**src/rtl/riscv_mdu_sequencer_if.sv**
```systemverilog
// Handshake bundle between the EX/MEM pipeline control and the multi-cycle M-extension sequencer.
// The master side is the pipeline; the slave side is riscv_mdu_sequencer.
interface riscv_mdu_sequencer_if;
  logic       ivalid_ex;
  logic       iop_div_ex;
  logic [4:0] ird_ex;
  logic       iflush_ex;
  logic       istall_mem;
  logic       ostart;
  logic [5:0] ocount;
  logic       odone;
  logic       obusy;
  logic [4:0] ord_busy;
  logic       ostall_ex;
  logic       oabort;
  logic       oillegal;

  modport master (
    output ivalid_ex, iop_div_ex, ird_ex, iflush_ex, istall_mem,
    input  ostart, ocount, odone, obusy, ord_busy, ostall_ex, oabort, oillegal
  );

  modport slave (
    input  ivalid_ex, iop_div_ex, ird_ex, iflush_ex, istall_mem,
    output ostart, ocount, odone, obusy, ord_busy, ostall_ex, oabort, oillegal
  );
endinterface

```
**src/rtl/riscv_mdu_sequencer.sv**
```systemverilog
// IDLE/RUN/DONE sequencer for an iterative multiply/divide datapath in EX.
// Define RISCV_MDU_DIV_EN to support div/rem; without it divides are flagged on oillegal.
module riscv_mdu_sequencer #(
  parameter int LAT_MUL = 2,
  parameter int LAT_DIV = 32
) (
  input  logic                  iclk,
  input  logic                  irst_n,
  riscv_mdu_sequencer_if.slave  mdu
);

  typedef enum logic [1:0] {
    IDLE = 2'd0,
    RUN  = 2'd1,
    DONE = 2'd2
  } state_e;

  if (LAT_MUL < 1 || LAT_MUL > 63 || LAT_DIV < 1 || LAT_DIV > 63) begin : g_bad_lat
    $error("riscv_mdu_sequencer: LAT_MUL and LAT_DIV must be in 1..63");
  end

  localparam logic [5:0] LAT_MUL_W = 6'(LAT_MUL);

  state_e     state_q, state_d;
  logic [5:0] count_q, count_d;
  logic [5:0] lat_q, lat_d;
  logic [4:0] rd_q, rd_d;
  logic       start_q, start_d;
  logic       done_q, done_d;
  logic       busy_q, busy_d;
  logic       div_ok;
  logic       accept;
  logic       idle;

`ifdef RISCV_MDU_DIV_EN
  localparam logic [5:0] LAT_DIV_W = 6'(LAT_DIV);
  assign div_ok       = 1'b1;
  assign mdu.oillegal = 1'b0;
`else
  assign div_ok       = ~mdu.iop_div_ex;
  assign mdu.oillegal = idle & mdu.ivalid_ex & mdu.iop_div_ex;
`endif

  // Gating with irst_n keeps the combinational outputs quiet while reset is held.
  assign idle   = irst_n & (state_q == IDLE);
  assign accept = idle & mdu.ivalid_ex & ~mdu.iflush_ex & div_ok;

  always_comb begin
    state_d = state_q;
    count_d = count_q;
    lat_d   = lat_q;
    rd_d    = rd_q;
    case (state_q)
      IDLE: begin
        if (accept) begin
          state_d = RUN;
          count_d = 6'd0;
          rd_d    = mdu.ird_ex;
`ifdef RISCV_MDU_DIV_EN
          lat_d   = mdu.iop_div_ex ? LAT_DIV_W : LAT_MUL_W;
`else
          lat_d   = LAT_MUL_W;
`endif
        end
      end
      RUN: begin
        if (mdu.iflush_ex) begin
          state_d = IDLE;
          count_d = 6'd0;
          rd_d    = 5'd0;
        end else if (count_q == lat_q - 6'd1) begin
          state_d = DONE;
        end else begin
          count_d = count_q + 6'd1;
        end
      end
      DONE: begin
        // A flush seen here belongs to a younger instruction, so only MEM backpressure matters.
        if (!mdu.istall_mem) begin
          state_d = IDLE;
          count_d = 6'd0;
          rd_d    = 5'd0;
        end
      end
      default: begin
        state_d = IDLE;
        count_d = 6'd0;
        rd_d    = 5'd0;
      end
    endcase
    start_d = (state_q != RUN) && (state_d == RUN);
    done_d  = (state_d == DONE);
    busy_d  = (state_d != IDLE);
  end

  always_ff @(posedge iclk or negedge irst_n) begin
    if (!irst_n) begin
      state_q <= IDLE;
      count_q <= 6'd0;
      lat_q   <= 6'd0;
      rd_q    <= 5'd0;
      start_q <= 1'b0;
      done_q  <= 1'b0;
      busy_q  <= 1'b0;
    end else begin
      state_q <= state_d;
      count_q <= count_d;
      lat_q   <= lat_d;
      rd_q    <= rd_d;
      start_q <= start_d;
      done_q  <= done_d;
      busy_q  <= busy_d;
    end
  end

  assign mdu.ostart    = start_q;
  assign mdu.ocount    = count_q;
  assign mdu.odone     = done_q;
  assign mdu.obusy     = busy_q;
  assign mdu.ord_busy  = rd_q;
  assign mdu.ostall_ex = accept | (state_q == RUN) | ((state_q == DONE) & mdu.istall_mem);
  assign mdu.oabort    = (state_q == RUN) & mdu.iflush_ex;

endmodule
```
**src/flat_wrapper.sv**
```systemverilog
// flat-port wrapper written by rule: the top's interface ports become plain ports
module riscv_mdu_sequencer_flat 
#(
  parameter int LAT_MUL = 2,
  parameter int LAT_DIV = 32
)
  (iclk, irst_n, mdu_ivalid_ex, mdu_iop_div_ex, mdu_ird_ex, mdu_iflush_ex, mdu_istall_mem, mdu_ostart, mdu_ocount, mdu_odone, mdu_obusy, mdu_ord_busy, mdu_ostall_ex, mdu_oabort, mdu_oillegal);
  riscv_mdu_sequencer_if mdu_i ();
  input  logic iclk;
  input  logic irst_n;
  input wire logic [$bits(mdu_i.ivalid_ex)-1:0] mdu_ivalid_ex;
  input wire logic [$bits(mdu_i.iop_div_ex)-1:0] mdu_iop_div_ex;
  input wire logic [$bits(mdu_i.ird_ex)-1:0] mdu_ird_ex;
  input wire logic [$bits(mdu_i.iflush_ex)-1:0] mdu_iflush_ex;
  input wire logic [$bits(mdu_i.istall_mem)-1:0] mdu_istall_mem;
  output wire logic [$bits(mdu_i.ostart)-1:0] mdu_ostart;
  output wire logic [$bits(mdu_i.ocount)-1:0] mdu_ocount;
  output wire logic [$bits(mdu_i.odone)-1:0] mdu_odone;
  output wire logic [$bits(mdu_i.obusy)-1:0] mdu_obusy;
  output wire logic [$bits(mdu_i.ord_busy)-1:0] mdu_ord_busy;
  output wire logic [$bits(mdu_i.ostall_ex)-1:0] mdu_ostall_ex;
  output wire logic [$bits(mdu_i.oabort)-1:0] mdu_oabort;
  output wire logic [$bits(mdu_i.oillegal)-1:0] mdu_oillegal;
  assign mdu_i.ivalid_ex = mdu_ivalid_ex;
  assign mdu_i.iop_div_ex = mdu_iop_div_ex;
  assign mdu_i.ird_ex = mdu_ird_ex;
  assign mdu_i.iflush_ex = mdu_iflush_ex;
  assign mdu_i.istall_mem = mdu_istall_mem;
  assign mdu_ostart = mdu_i.ostart;
  assign mdu_ocount = mdu_i.ocount;
  assign mdu_odone = mdu_i.odone;
  assign mdu_obusy = mdu_i.obusy;
  assign mdu_ord_busy = mdu_i.ord_busy;
  assign mdu_ostall_ex = mdu_i.ostall_ex;
  assign mdu_oabort = mdu_i.oabort;
  assign mdu_oillegal = mdu_i.oillegal;
  riscv_mdu_sequencer #(.LAT_MUL(LAT_MUL), .LAT_DIV(LAT_DIV)) u_core (.iclk(iclk), .irst_n(irst_n), .mdu(mdu_i));
endmodule
```
**config.mk**
```make
export PLATFORM = sky130hd
export DESIGN_NAME = riscv_mdu_sequencer_flat
export DESIGN_NICKNAME = d
export VERILOG_FILES = /design/src/rtl/riscv_mdu_sequencer_if.sv /design/src/rtl/riscv_mdu_sequencer.sv /design/src/flat_wrapper.sv
export SDC_FILE = /design/constraint.sdc
export NUM_CORES = 1
export LEC_CHECK = 0
export BUFFER_PORTS_ARGS = -buffer_cell sky130_fd_sc_hd__buf_2
export CELL_PAD_IN_SITES_DETAIL_PLACEMENT = 1
export CELL_PAD_IN_SITES_GLOBAL_PLACEMENT = 1
export CORE_MARGIN = 10
export CORE_UTILIZATION = 33
export CTS_CLUSTER_SIZE = 28
export DETAILED_ROUTE_END_ITERATION = 8
export PLACE_DENSITY_LB_ADDON = 0.1
export SLEW_MARGIN = 25
export SYNTH_ARGS = -nofsm -noshare
export SYNTH_HDL_FRONTEND = slang
export SYNTH_SLANG_ARGS = --single-unit
```
**constraint.sdc**
```tcl
create_clock -name iclk -period 1.7 [get_ports iclk]
set_input_delay 0.085 -clock iclk [delete_from_list [all_inputs] [get_ports iclk]]
set_output_delay 0.085 -clock iclk [all_outputs]
set_load 0.02 [all_outputs]
```
Word-level counts from Yosys, hierarchy flattened
Index checks and enable logic that the tools add are counted.

cells by class
  bitwise operators = 11
  magnitude comparators = 0
  equality and inequality tests = 10
  muxes and demuxes = 14
  shift-type cells = 0
  reductions and logical operators = 6
  multiply operators = 0
  add/sub/neg operators = 2
  div/mod/pow operators = 0

operators by type and width
  operator             number
  $mux 6               4
  $pmux 6 s3           1
  $mux 5               3
  $pmux 5 s3           1
  $mux 2               4
  $and 1x1->1          7
  $add 6x1->6 const B  1
  $eq 6x6->1           1
  $pmux 2 s3           1
  $reduce_and 3->1     2
  $eq 2x1->1 const B   2
  $eq 2x2->1 const B   2
  $ne 2x1->1 const B   2
  $ne 2x2->1 const B   2
  $ne 3x3->1 const B   1
  $sub 2x1->3 const B  1
  $logic_not 2->1      1
  $not 1->1            2
  $or 1x1->1           2
  $reduce_and 2->1     1
  $reduce_bool 2->1    1
  $logic_and 1x1->1    1

word-level totals
  input port bits = 11
  word-level logic and storage cells = 50
  latch bits = 0
  memories kept = 0
  bits in writable memories = 0
  bits in read-only memories = 0
  flip-flop bits (word level) = 17
  output and inout bits = 17

Logic depth before layout (Yosys ltp)
  depth in word-level cells = 9
  mapped depth = 6
  gate-level depth less buffers = 5

Least setup slack after synthesis
No wires, ideal clock.

  path type = reg-to-reg
  from = register u_core.state_q[1]
  to = register u_core.rd_q[0] (netlist: u_core.mdu.ord_busy[0])
  required time = 1579 ps
  setup time = 121 ps
  stages on the path, launching flop included = 7
  clock period less this slack = 1611 ps
  arrival time = 1490 ps
  setup slack = 89 ps
  buffers on the path = 1
  path through = dfrtp_1 -> buf_6 -> or3_1 -> or3_4 -> clkinv_4 -> a21oi_2 -> a22o_1

between the ends
  word-level cells in the longest chain between the ends = 7
  elaborated cells between the ends (all ways) = 12
  classes of those cells = eq/ne: 5; mux: 1; bitwise: 4; reduce/logical: 2

ends and longest elaborated chain
  item                        RTL line                                              RTL
  start, declared             riscv_mdu_sequencer.sv:24                             state_e state_q, state_d;
  start signal, assigned      riscv_mdu_sequencer.sv:106                            state_q <= state_d;
  $logic_not 2->1             riscv_mdu_sequencer.sv:45, riscv_mdu_sequencer.sv:53
  $and 1x1->1                 riscv_mdu_sequencer.sv:45                             assign idle = irst_n & (state_q == IDLE);
  $and 1x1->1 (3 in a row)    riscv_mdu_sequencer.sv:46                             assign accept = idle & mdu.ivalid_ex & ~mdu.iflush_ex & div_ok;
  $ne 2x1->1 (no line)        n/a
  $reduce_and 3->1 (no line)  n/a
  end signal, assigned        riscv_mdu_sequencer.sv:109                            rd_q <= rd_d;
  end, declared               riscv_mdu_sequencer.sv:27                             logic [4:0] rd_q, rd_d;

Parallel ways exist; a longest one is shown, timed or not.
A chain may end at the register's enable or synchronous reset.

Final worst setup path
  from = register u_core.state_q[1]
  to = output mdu_ostall_ex

between the ends
  word-level cells in the longest chain between the ends = 7
  elaborated cells between the ends (all ways) = 10
  classes of those cells = eq/ne: 2; bitwise: 7; reduce/logical: 1

ends and longest elaborated chain
  item                      RTL line                    RTL
  $logic_not 2->1           riscv_mdu_sequencer.sv:45
  $and 1x1->1               riscv_mdu_sequencer.sv:45
  $and 1x1->1 (3 in a row)  riscv_mdu_sequencer.sv:46
  $or 1x1->1                riscv_mdu_sequencer.sv:121  assign mdu.ostall_ex = accept | (state_q == RUN) | ((state_q == DONE) & mdu.istall_mem);
  $or 1x1->1 (*)            riscv_mdu_sequencer.sv:121
  end, declared             flat_wrapper.sv:21          output wire logic [$bits(mdu_i.ostall_ex)-1:0] mdu_ostall_ex;

Mark *: on every way between the ends. The rest lies on a longest branch, timed or not.

==> metrics.md <==
| Metric | Value |
|---|---|
| Failing checks | `negative setup slack` |
| Syn Nets | `92` |
| CTS root buffer | `clkbuf_4` |
| Worst-path clk slew | `0.10 ns` |
| Row Count | `18` |
| Area contributors post-synth | `dfrtp_1 (50%), a22o_1 (6.2%), nand3_1 (3.6%), nand2_1 (3.1%), a31o_2 (3.1%)` |
| Synth top area share | `around half` |
| EDFF count, synth | `0` |
| DP Area | `1056 sq um` |
| TritonCTS clock tree | `yes` |
| H-tree depth reported by CTS | `1` |
| Hold WC Path Type | `in2reg` |
| Finish-stage setup viols | `1` |
| Fin Setup TNS | `-0.007006 ns` |
| Vias per inst | `5.395` |
| Endpoint, Worst Hold | `u_core.mdu.ord_busy[3]` |
| Layout fillers | `around 290` |
| Synth cell types | `32` |
| Routability cong. | `about 0.72` |
| Most frequent cells in the layout | `buf_2 (26), dfrtp_1 (17), buf_4 (11), nand2_1 (7)` |
| Final Max Slew Viols | `0` |
| IO Count | `28` |
| Fmax achieved | `585.8 MHz` |
| FF-to-FF Start | `u_core.state_q[1]` |
| Final hold vios | `0` |
| WL met3 | `between 150 and 200 um` |
| Nets | `~140` |
| Clock sink count | `17` |
| Longest Clk Path Bufs | `2` |
| Tmin final | `1.707 ns` |
| DRT Pass-1 Iters | `4` |
| Synth async-reset ratio | `100.0%` |
| Total CTS buffers | `3` |
| Critical path arrival | `1.62 ns` |
| Total Wirelength | `2.520 mm` |
| Clk_skew | `0.001865 ns` |
| Max-Cap Viols | `0` |
| Synthesis-to-finish area growth | `35.80%` |
| IR drop worst, VDD | `0.0004453 V` |
| Cell area after synthesis | `845.8 sq um` |
| Post-route ant nets | `0` |
| Core region area | `2455 sq um` |
| Design area | `1149 sq um` |
| Wirelength per Cell | `16.58 um` |
| Reg-to-reg critical path endpoint | `u_core.mdu.ord_busy[4]` |
| Average size of a mapped cell | `roughly 11 sq um` |
| Status | `finished with violations` |
| Worst Reg-to-Reg Cells | `6` |
| Die width | `70.63 um` |
| Initial antenna violation count | `0` |
| Largest net degree at the start of global routing | `18` |
| Gate count of the mapped netlist | `80` |
| Most common cell after layout, fill and taps aside | `buf_2` |
| CP Launch Type | `flip-flop` |
| Metal-1 WL | `1.210 mm` |
| Drc violations | `0` |
| First-pass GRT wire length | `between 4 and 5 mm` |
| Synth area leader | `dfrtp_1` |
| CP required | `1.62 ns` |
| Overall routing resource usage | `10.51%` |
| Seq/Total Area, Yosys | `50.30%` |
| Origin of the worst min-delay path | `mdu_ird_ex[3]` |
| Routed wl met2 | `1.106 mm` |
| Initial DRC Count | `31` |
| Hold path depth | `2` |
| #FFs+latches synth | `17` |
| Pwr Density | `866.6 nW/um^2` |
| Die span in y | `70.63 um` |
| Slew @ Worst Pin | `0.2594 ns` |
| Vias | `just over 800` |
| Worst Slack Setup Final | `-0.007006 ns` |
| RSZ-0062 raised after global routing | `yes` |
| Max layer used | `met4` |
| Max FO, Critical Path | `2` |
| Vias in the first global route | `between 800 and 900` |
| Hold_ws | `about 0.017 ns` |
| Total grt overflow | `0` |
| Fraction of layout cells with a size suffix above 1 | `42.62%` |
| Pwr Total | `approximately 1000 uW` |
| Primary FF master, synth | `dfrtp_1` |
| Initial core utilization | `34.45%` |
| Ant. Diodes | `0` |
| Yosys synthesis warning count | `0` |
| Crit Path Class | `reg2out` |
| Worst setup EP type | `output pin` |
| Flop-to-flop setup slack | `0.04 ns` |
| Leak | `0.0006170 uW` |
| Worst-Skew Late Latency | `0.30 ns` |
| Port bufs | `27` |
| Fin crit share | `100.4%` |
| Hpwl dp | `~2.0 mm` |
| Max_slew headroom | `82.47%` |
| Die area | `4988 sq um` |
-- state kept, by name, summed over array words and instances (netlist names) --
signal / cells
u_core.state_q: 2
u_core.mdu.obusy: 1
u_core.mdu.ocount: 6
u_core.mdu.ostart: 1
u_core.lat_q: 1
u_core.mdu.odone: 1
u_core.mdu.ord_busy: 5
-- worst max-delay path by stage --
stage / startpoint / end / slack [ns] / depth (start not counted)
4_1_cts: u_core.state_q[1] / mdu_ostall_ex / -0.05 / 4
5_1_grt: u_core.state_q[1] / mdu_ostall_ex / -0.07 / 4
3_3_place_gp: u_core.state_q[1] / u_core.mdu.ord_busy[3] / 0.17 / 5
3_5_place_dp: u_core.state_q[1] / u_core.mdu.ord_busy[4] / 0.12 / 5
6_report: u_core.state_q[1] / mdu_ostall_ex / -0.007 / 4
2_1_floorplan: u_core.state_q[1] / u_core.mdu.ord_busy[0] / 0.09 / 6
-- per-layer routing --
layer | vias to the layer above | global-route usage (%)
li1 | 389 | -
met1 | 406 | 13.79
met2 | 21 | 14.87
met3 | 4 | 4.881
met4 | 0 | 3.226
met5 | - | 0
-- final cells by class --
type	count	area (sq um)	share of cell area [%]
Clock buffer	3	22.52	1.961
Tap cell	30	37.54	3.268
Inverter	4	22.52	1.961
Timing Repair Buffer	40	242.7	21.13
Multi-Input combinational cell	57	392.9	34.20
Clock inverter	1	5.005	0.4357
Sequential cell	17	425.4	37.04
-- kinds of logic (layout without fill, tap and decap cells) --
kind of cell	after synthesis	in the layout	share of synthesized area (%)
flip-flops	17	17	50.30
adder cells (fa/ha/maj)	1	1	1.479
AND/OR/NAND/NOR	34	34	23.97
AO/OA/AOI/OAI	22	22	20.12
buffers and inverters	6	48	4.142
-- critical path, cell delays in order, from the launching register on --
cell	delay, ns
dfrtp_1	0.40
or3_4	0.33
or3_4	0.33
o211ai_1	0.10
buf_4	0.17
-- cells in the mapped netlist, drive strengths merged, types with 3 or more instances --
master   n
nand3    6
nand4    3
nand2    7
a21oi    3
nor2     3
and3     4
inv      3
a31o     3
a22o     6
dfrtp   17
o21ai    3
-- per-stage QoR --
stage	util (%)	setup WS [ns]	cells
floorplan	-	0.08870	80
global placement	43.02	0.1709	142
detailed placement	43.02	0.1176	142
CTS	45.97	-0.05467	151
global route	46.79	-0.07271	152
finish	46.79	-0.007006	152
-- report_power, final --
group	internal (uW)	switching, uW	total (uW)
Combinational	127	168	295
Sequential	448	34.1	482
Clock	87.8	131	219
-- timing repair --
action | in CTS | in global routing
buffers inserted | 3 | 0
setup endpoints to repair | 1 | 8
pin swaps | 2 | 1
endpoints found under the hold margin | 18 | 1
resized for setup | 1 | 3
hold buffers | 2 | 1
(Power assumes the default switching activity.)
